## src/rtl/maze_mem_arbiter_if.sv

```systemverilog
// maze_mem_arbiter_if: bundles both client handshakes and the maze memory port.
// Client side: req/we/row/col per client in, ack/rdata per client out.
// Memory side: mem_row/mem_col/mem_oe/mem_we out, mem_in read data back.
// Status: busy (not IDLE) and gnt (current or most recent grant).
interface maze_mem_arbiter_if #(parameter int maze_width = 6);
  logic req0, req1, we0, we1, ack0, ack1, rdata0, rdata1;
  logic [maze_width-1:0] row0, col0, row1, col1, mem_row, mem_col;
  logic mem_oe, mem_we, mem_in, busy, gnt;
  modport slave (
    input  req0, req1, we0, we1, row0, col0, row1, col1, mem_in,
    output ack0, ack1, rdata0, rdata1, mem_row, mem_col, mem_oe, mem_we, busy, gnt
  );
  modport master (
    output req0, req1, we0, we1, row0, col0, row1, col1, mem_in,
    input  ack0, ack1, rdata0, rdata1, mem_row, mem_col, mem_oe, mem_we, busy, gnt
  );
endinterface

```

## src/rtl/maze_mem_arbiter.sv

```systemverilog
// maze_mem_arbiter: round-robin arbiter sharing the 1-bit maze memory port between two clients.
// Ports: clk, rst (async, active-high), bus (maze_mem_arbiter_if.slave) carrying
// both client req/ack handshakes, read data returns and the memory strobes/address.
module maze_mem_arbiter #(parameter int maze_width = 6) (
  input logic clk,
  input logic rst,
  maze_mem_arbiter_if.slave bus
);
  typedef enum logic [1:0] {IDLE, ACCESS, RESP, DONE} state_t;
  state_t state;
  logic last, we_l, sel, sel_we;
  logic [maze_width-1:0] sel_row, sel_col;
  // on a tie the client not granted last wins
  assign sel = (bus.req0 && bus.req1) ? !last : bus.req1;
  assign sel_we = sel ? bus.we1 : bus.we0;
  assign sel_row = sel ? bus.row1 : bus.row0;
  assign sel_col = sel ? bus.col1 : bus.col0;
  always_ff @(posedge clk or posedge rst) begin
    if (rst) begin
      state <= IDLE;
      last <= 1'b1;
      we_l <= 1'b0;
      bus.gnt <= 1'b0;
      bus.ack0 <= 1'b0;
      bus.ack1 <= 1'b0;
      bus.rdata0 <= 1'b0;
      bus.rdata1 <= 1'b0;
      bus.mem_oe <= 1'b0;
      bus.mem_we <= 1'b0;
      bus.mem_row <= '0;
      bus.mem_col <= '0;
      bus.busy <= 1'b0;
    end else begin
      case (state)
        IDLE: if (bus.req0 || bus.req1) begin
          state <= ACCESS;
          bus.gnt <= sel;
          we_l <= sel_we;
          bus.mem_row <= sel_row;
          bus.mem_col <= sel_col;
          bus.mem_oe <= !sel_we;
          bus.mem_we <= sel_we;
          bus.busy <= 1'b1;
        end
        ACCESS: begin
          bus.mem_oe <= 1'b0;
          bus.mem_we <= 1'b0;
          state <= we_l ? DONE : RESP;
          bus.ack0 <= we_l && !bus.gnt;
          bus.ack1 <= we_l && bus.gnt;
        end
        RESP: begin
          if (bus.gnt) bus.rdata1 <= bus.mem_in;
          else bus.rdata0 <= bus.mem_in;
          bus.ack0 <= !bus.gnt;
          bus.ack1 <= bus.gnt;
          state <= DONE;
        end
        DONE: begin
          bus.ack0 <= 1'b0;
          bus.ack1 <= 1'b0;
          last <= bus.gnt;
          bus.busy <= 1'b0;
          state <= IDLE;
        end
      endcase
    end
  end
endmodule

```

## src/flat_wrapper.sv

```systemverilog
// flat-port wrapper written by rule: the top's interface ports become plain ports
module maze_mem_arbiter_flat 
#(parameter int maze_width = 6)
  (clk, rst, bus_req0, bus_req1, bus_we0, bus_we1, bus_row0, bus_col0, bus_row1, bus_col1, bus_mem_in, bus_ack0, bus_ack1, bus_rdata0, bus_rdata1, bus_mem_row, bus_mem_col, bus_mem_oe, bus_mem_we, bus_busy, bus_gnt);
  maze_mem_arbiter_if #(.maze_width(maze_width)) bus_i ();
  input logic clk;
  input logic rst;
  input wire logic [$bits(bus_i.req0)-1:0] bus_req0;
  input wire logic [$bits(bus_i.req1)-1:0] bus_req1;
  input wire logic [$bits(bus_i.we0)-1:0] bus_we0;
  input wire logic [$bits(bus_i.we1)-1:0] bus_we1;
  input wire logic [$bits(bus_i.row0)-1:0] bus_row0;
  input wire logic [$bits(bus_i.col0)-1:0] bus_col0;
  input wire logic [$bits(bus_i.row1)-1:0] bus_row1;
  input wire logic [$bits(bus_i.col1)-1:0] bus_col1;
  input wire logic [$bits(bus_i.mem_in)-1:0] bus_mem_in;
  output wire logic [$bits(bus_i.ack0)-1:0] bus_ack0;
  output wire logic [$bits(bus_i.ack1)-1:0] bus_ack1;
  output wire logic [$bits(bus_i.rdata0)-1:0] bus_rdata0;
  output wire logic [$bits(bus_i.rdata1)-1:0] bus_rdata1;
  output wire logic [$bits(bus_i.mem_row)-1:0] bus_mem_row;
  output wire logic [$bits(bus_i.mem_col)-1:0] bus_mem_col;
  output wire logic [$bits(bus_i.mem_oe)-1:0] bus_mem_oe;
  output wire logic [$bits(bus_i.mem_we)-1:0] bus_mem_we;
  output wire logic [$bits(bus_i.busy)-1:0] bus_busy;
  output wire logic [$bits(bus_i.gnt)-1:0] bus_gnt;
  assign bus_i.req0 = bus_req0;
  assign bus_i.req1 = bus_req1;
  assign bus_i.we0 = bus_we0;
  assign bus_i.we1 = bus_we1;
  assign bus_i.row0 = bus_row0;
  assign bus_i.col0 = bus_col0;
  assign bus_i.row1 = bus_row1;
  assign bus_i.col1 = bus_col1;
  assign bus_i.mem_in = bus_mem_in;
  assign bus_ack0 = bus_i.ack0;
  assign bus_ack1 = bus_i.ack1;
  assign bus_rdata0 = bus_i.rdata0;
  assign bus_rdata1 = bus_i.rdata1;
  assign bus_mem_row = bus_i.mem_row;
  assign bus_mem_col = bus_i.mem_col;
  assign bus_mem_oe = bus_i.mem_oe;
  assign bus_mem_we = bus_i.mem_we;
  assign bus_busy = bus_i.busy;
  assign bus_gnt = bus_i.gnt;
  maze_mem_arbiter #(.maze_width(maze_width)) u_core (.clk(clk), .rst(rst), .bus(bus_i));
endmodule
```

## config.mk

```make
export PLATFORM = sky130hd
export DESIGN_NAME = maze_mem_arbiter_flat
export DESIGN_NICKNAME = d
export VERILOG_FILES = /design/src/rtl/maze_mem_arbiter_if.sv /design/src/rtl/maze_mem_arbiter.sv /design/src/flat_wrapper.sv
export SDC_FILE = /design/constraint.sdc
export NUM_CORES = 1
export LEC_CHECK = 0
export ABC_AREA = 0
export ABC_CLOCK_PERIOD_IN_PS = 1600
export CORE_ASPECT_RATIO = 0.75
export CORE_MARGIN = 1
export CORE_UTILIZATION = 30
export DETAILED_ROUTE_END_ITERATION = 7
export PLACE_DENSITY = 0.71
export RECOVER_POWER = 50
export SETUP_SLACK_MARGIN = 0.3
export SKIP_CTS_REPAIR_TIMING = 1
export SLEW_MARGIN = 20
export SYNTH_ARGS = -nofsm -noshare
export SYNTH_HDL_FRONTEND = slang
export SYNTH_SLANG_ARGS = --single-unit
```

## constraint.sdc

```tcl
create_clock -name clk -period 1.6 [get_ports clk]
set_clock_uncertainty 0.05 [all_clocks]
set_input_delay 0.24 -clock clk [delete_from_list [all_inputs] [get_ports clk]]
set_output_delay 0.24 -clock clk [all_outputs]
set_load 0.02 [all_outputs]
```

======== Yosys cells after proc, flatten, opt, wreduce, memory -nomap -nowiden ========
Index checks and enable logic that the tools add are counted.
storage, ports and cells
  register bits ........................... 24
  output and inout port bits .............. 20
  logic and storage cells ................. 49
cells by class
  reduce and logical (&&, ||, !) cells .... 16
  bitwise logic cells ..................... 1
  muxes and demuxes ....................... 15
  equality and inequality tests ........... 4
operators by type and width
  operator            count
  $mux 6              2
  $reduce_and 2->1    5
  $pmux 2 s4          1
  $mux 1              6
  $pmux 1 s2          3
  $pmux 1 s3          2
  $eq 2x2->1 const B  2
  $reduce_bool 2->1   2
  $logic_and 1x1->1   3
  $logic_not 1->1     3
  $reduce_bool 3->1   1
  $eq 2x1->1 const B  1
  $logic_not 2->1     1
  $mux 2              1
  $ne 2x1->1 const B  1
  $logic_or 1x1->1    1
  $not 1->1           1

======== Logic depth before layout (Yosys ltp) ========
  depth after elaboration ................. 6
  depth in mapped cells ................... 7
  mapped depth without buffers ............ 5

======== Least setup slack after synthesis ========
OpenSTA, ideal clock, no wires.
  path kind ............................... flip-flop to flip-flop
  start point ............................. register u_core.state[0]
  end point ............................... register u_core.state[0]
  library setup time ...................... 135 ps
  cell stages (with the launch flop) ...... 6
  arrival time ............................ 1351 ps
  clock period less this slack ............ 1536 ps
  path buffers ............................ 0
  setup slack ............................. 64 ps
  cell sequence ........................... dfrtp_1 > inv_1 > ha_1 > or3b_2 > o21ai_0 > a22oi_1
between the ends
  longest elaborated chain between the ends .. 2
RTL lines
  item                                             RTL line                RTL
  start, declared                                  maze_mem_arbiter.sv:10  state_t state;
  start signal, assigned                           maze_mem_arbiter.sv:48  state <= we_l ? DONE : RESP;
  $eq 2x2->1, or another cell as far along         maze_mem_arbiter.sv:34  case (state)
  $pmux 2 s4 / $ne 2x1->1 (equally long branches)  --
Several ways; a longest one is shown, not always the timed one.
A chain may end at the register's enable or synchronous reset.

======== Worst setup path in the final report ========
  start point ............................. register u_core.state[1]
  end point ............................... register u_core.state[0]
The elaborated chain is that of the path after synthesis.

==> metrics.csv <==
stage;metric;value;unit
critical_path;cp.depth;5;
finish;regArea;602;um^2
die;initial_utilization;31.8;%
die;rows;19;
drt;drc_errors;0;
timing;setup_viol;0;
drt;drt_iter0_drc;66;
timing;final.period_utilization;94.5;%
flow_run;maxCapViolations;0;
drt;via_per_inst;4.53;
timing;maxSlewViolCount;0;
critical_path;r2r-end;u_core.state[0]$_DFFE_PP0P_;
global_routing;grt_pass1_wl;4350;um
die;coreArea;3710;um^2
cts;cts.path.max_buffers;2;
drt;vias;1047;
logic_synthesis;synth_top_cell_area_share;48.8;%
critical_path;r2r_slack;90;ps
cts;cts_sinks;24;
finish;fill_cells;364;
power;clkPwrFrac;10.3;%
cts;clock_latency;260;ps
finish;nets;216;
cts;htreeDepth;1;
global_routing;grt_pass1_vias;939;
timing;setup_tns;0;ps
critical_path;r2r-start;u_core.state[1]$_DFFE_PP0P_;
cts;ctsRootBufferMaster;clkbuf_8;
critical_path;end_kind;flop;
place;gp_congestion;0.722;
timing;finalCriticalPeriod;1510;ps
die;die_h;56.3;um
logic_synthesis;synth_fp_nets;143;
critical_path;cp_slowest_cell;dfrtp_1;
die;ioPinCount;51;
global_routing;grt_max_degree;25;
critical_path;worstPathRequired;1690;ps
finish;final_common_cell;clkdlybuf4s50_1;
critical_path;crit_arrival;1600;ps
finish;syn_to_final_growth;67.2;%
logic_synthesis;netlist_area;1180;um^2
place;hpwl;2150;um
power;vdd_drop_max;0.733;mV
finish;layout_common_cells;clkdlybuf4s50_1 (29), dfrtp_1 (23), nand2_1 (16);
drt;wirelength;3080;um
critical_path;ff2ff_path_depth;5;
cts;cts_tree;built;
critical_path;crit_chain;inv_2 > ha_4 > or3b_4 > o21ai_1 > a22oi_1;
power;p_per_area;1800;nW/um^2
critical_path;path_buf_inv;1;
place;port_buffers;50;
drt;drt_pre_antenna_iters;4;
global_routing;overflow;0;
power;power.share.switching;40.1;%
finish;antenna_cells;0;
timing;rsz0062_at_grt;true;
finish;drive_gt1_share;24.0;%
power;p_sw;0.00142;W
drt;routedWlPerCell;13.3;um
logic_synthesis;synth_warnings;0;
critical_path;worstSetupStartpointType;flop;
power;intPower;0.00213;W
finish;multi_input_area;581;um^2
critical_path;worstSetupPathType;flop to flop;
cts;cts_buffers;3;
logic_synthesis;yosys_most_used_dff;dfrtp_1;
place;place_ws;-89.9;ps
logic_synthesis;synth-edff-count;0;
logic_synthesis;async_reset_ff_share;100;%
critical_path;endpoint;u_core.state[0]$_DFFE_PP0P_;
logic_synthesis;ys_seq_area_share;51.1;%
critical_path;path_max_fanout;5;
global_routing;antenna_found_initial;0;
logic_synthesis;synth_area_per_cell;11.0;um^2
drt;ant_nets;0;
critical_path;startpoint;u_core.state[1]$_DFFE_PP0P_;
timing;fmax;0.661;GHz
critical_path;cp_top_family;flip-flops;
power;p_seq_share;30.8;%
power;power_frac_comb;58.9;%
logic_synthesis;synth_top_area_cell;dfrtp_1;
timing;layout_setup_ws;88.1;ps
cts;cts.clk_slew.worst_paths;80;ps
critical_path;cpPeakStageDelay;430;ps
outcome;status;finished clean;
die;die_w;74.4;um
timing;timing_worst_slew_pin_value;593;ps
timing;hold_violations;0;
logic_synthesis;yosysUniqueCellTypes;27;
logic_synthesis;synth_cells;107;
min_path;hp-class;flop to flop;
logic_synthesis;yosys_register_bits;24;
finish;top_regs;u_core.bus.mem_col: 6 flops, u_core.bus.mem_row: 6 flops, u_core.state: 2 flops;
die;dieArea;4190;um^2
logic_synthesis;synthTopCellsByArea;dfrtp_1 (49%), mux2i_1 (11%), nand2_1 (5.4%);
power;leakagePower;0.989;nW
global_routing;grt_usage;14.1;%
timing;slew_headroom;60.5;%
-- worst min path at each step --
stage / depth (start not counted) / to / from / slack (ps)
after global placement: 2 / u_core.bus.ack0$_DFFE_PP0P_ / u_core.bus.ack0$_DFFE_PP0P_ / 410
final: 2 / u_core.bus.mem_col[3]$_DFFE_PP0P_ / u_core.bus.mem_col[3]$_DFFE_PP0P_ / 440
after global routing: 1 / u_core.bus.rdata1$_DFFE_PP0P_ / u_core.bus.rdata1$_DFFE_PP0P_ / 470
after floorplan: 1 / u_core.bus.ack0$_DFFE_PP0P_ / rst / 200
after CTS: 3 / u_core.bus.rdata0$_DFFE_PP0P_ / rst / 300
after detailed placement: 2 / u_core.bus.mem_col[3]$_DFFE_PP0P_ / u_core.bus.mem_col[3]$_DFFE_PP0P_ / 430
-- metal layers --
metal	vias up	share of wire [%]	GRT usage (%)
met4	0	1.4	4.85
met2	33	53	24.8
li1	516	-	-
met5	-	0	0
met1	494	40	16.7
met3	4	5.0	2.87
-- synth_stat cells (2+ instances only) --
library cell,n
nor2_1,2
dfrtp_1,23
a22oi_1,2
ha_1,5
nor3b_1,2
mux2i_1,13
nand2_1,17
buf_2,3
o21ai_0,8
inv_1,5
mux2_2,3
o21ai_1,9
-- logic make-up (layout without fill, tap and decap cells) --
family / Yosys count / in the layout / synth area share (%)
fa+ha+maj: 5 / 5 / 5.31
mux: 16 / 16 / 13.9
simple gates: 25 / 25 / 9.87
compound gates: 28 / 28 / 15.3
buf+inv: 9 / 81 / 4.56
flops: 24 / 24 / 51.1
-- cell type report --
class,instances,area share (%)
inverters,5,0.952
flip-flops and latches,24,30.5
clock buffers,4,2.29
multi-input cells,74,29.5
well taps,52,3.30
repair buffers,72,33.5
-- power groups by stage --
stage | Sequential, W | Clock, W | Combinational (W)
floorplan | 0.00139 | 0 | 0.000772
global placement | 0.00109 | 0 | 0.00180
detailed placement | 0.00112 | 0 | 0.00188
CTS | 0.00111 | 0.000384 | 0.00189
global route | 0.00113 | 0.000409 | 0.00225
finish | 0.00109 | 0.000366 | 0.00210
-- metrics by stage --
step	util [%]	area [um^2]	power [W]	std cells	hold WS (ps)
finish	53.1	1970	0.00356	231	442
global route	53.1	1970	0.00379	231	474
CTS	50.2	1860	0.00339	217	299
detailed placement	49.0	1820	0.00300	213	426
global placement	49.0	1820	0.00289	213	411
floorplan	-	1210	0.00216	107	204
-- worst reg2reg max path, stage by stage (launching register included) --
cell	delay (ps)
dfrtp_1	430
inv_2	120
ha_4	170
or3b_4	430
o21ai_1	90
a22oi_1	100
No activity file was read; power rests on OpenSTA's default activity.
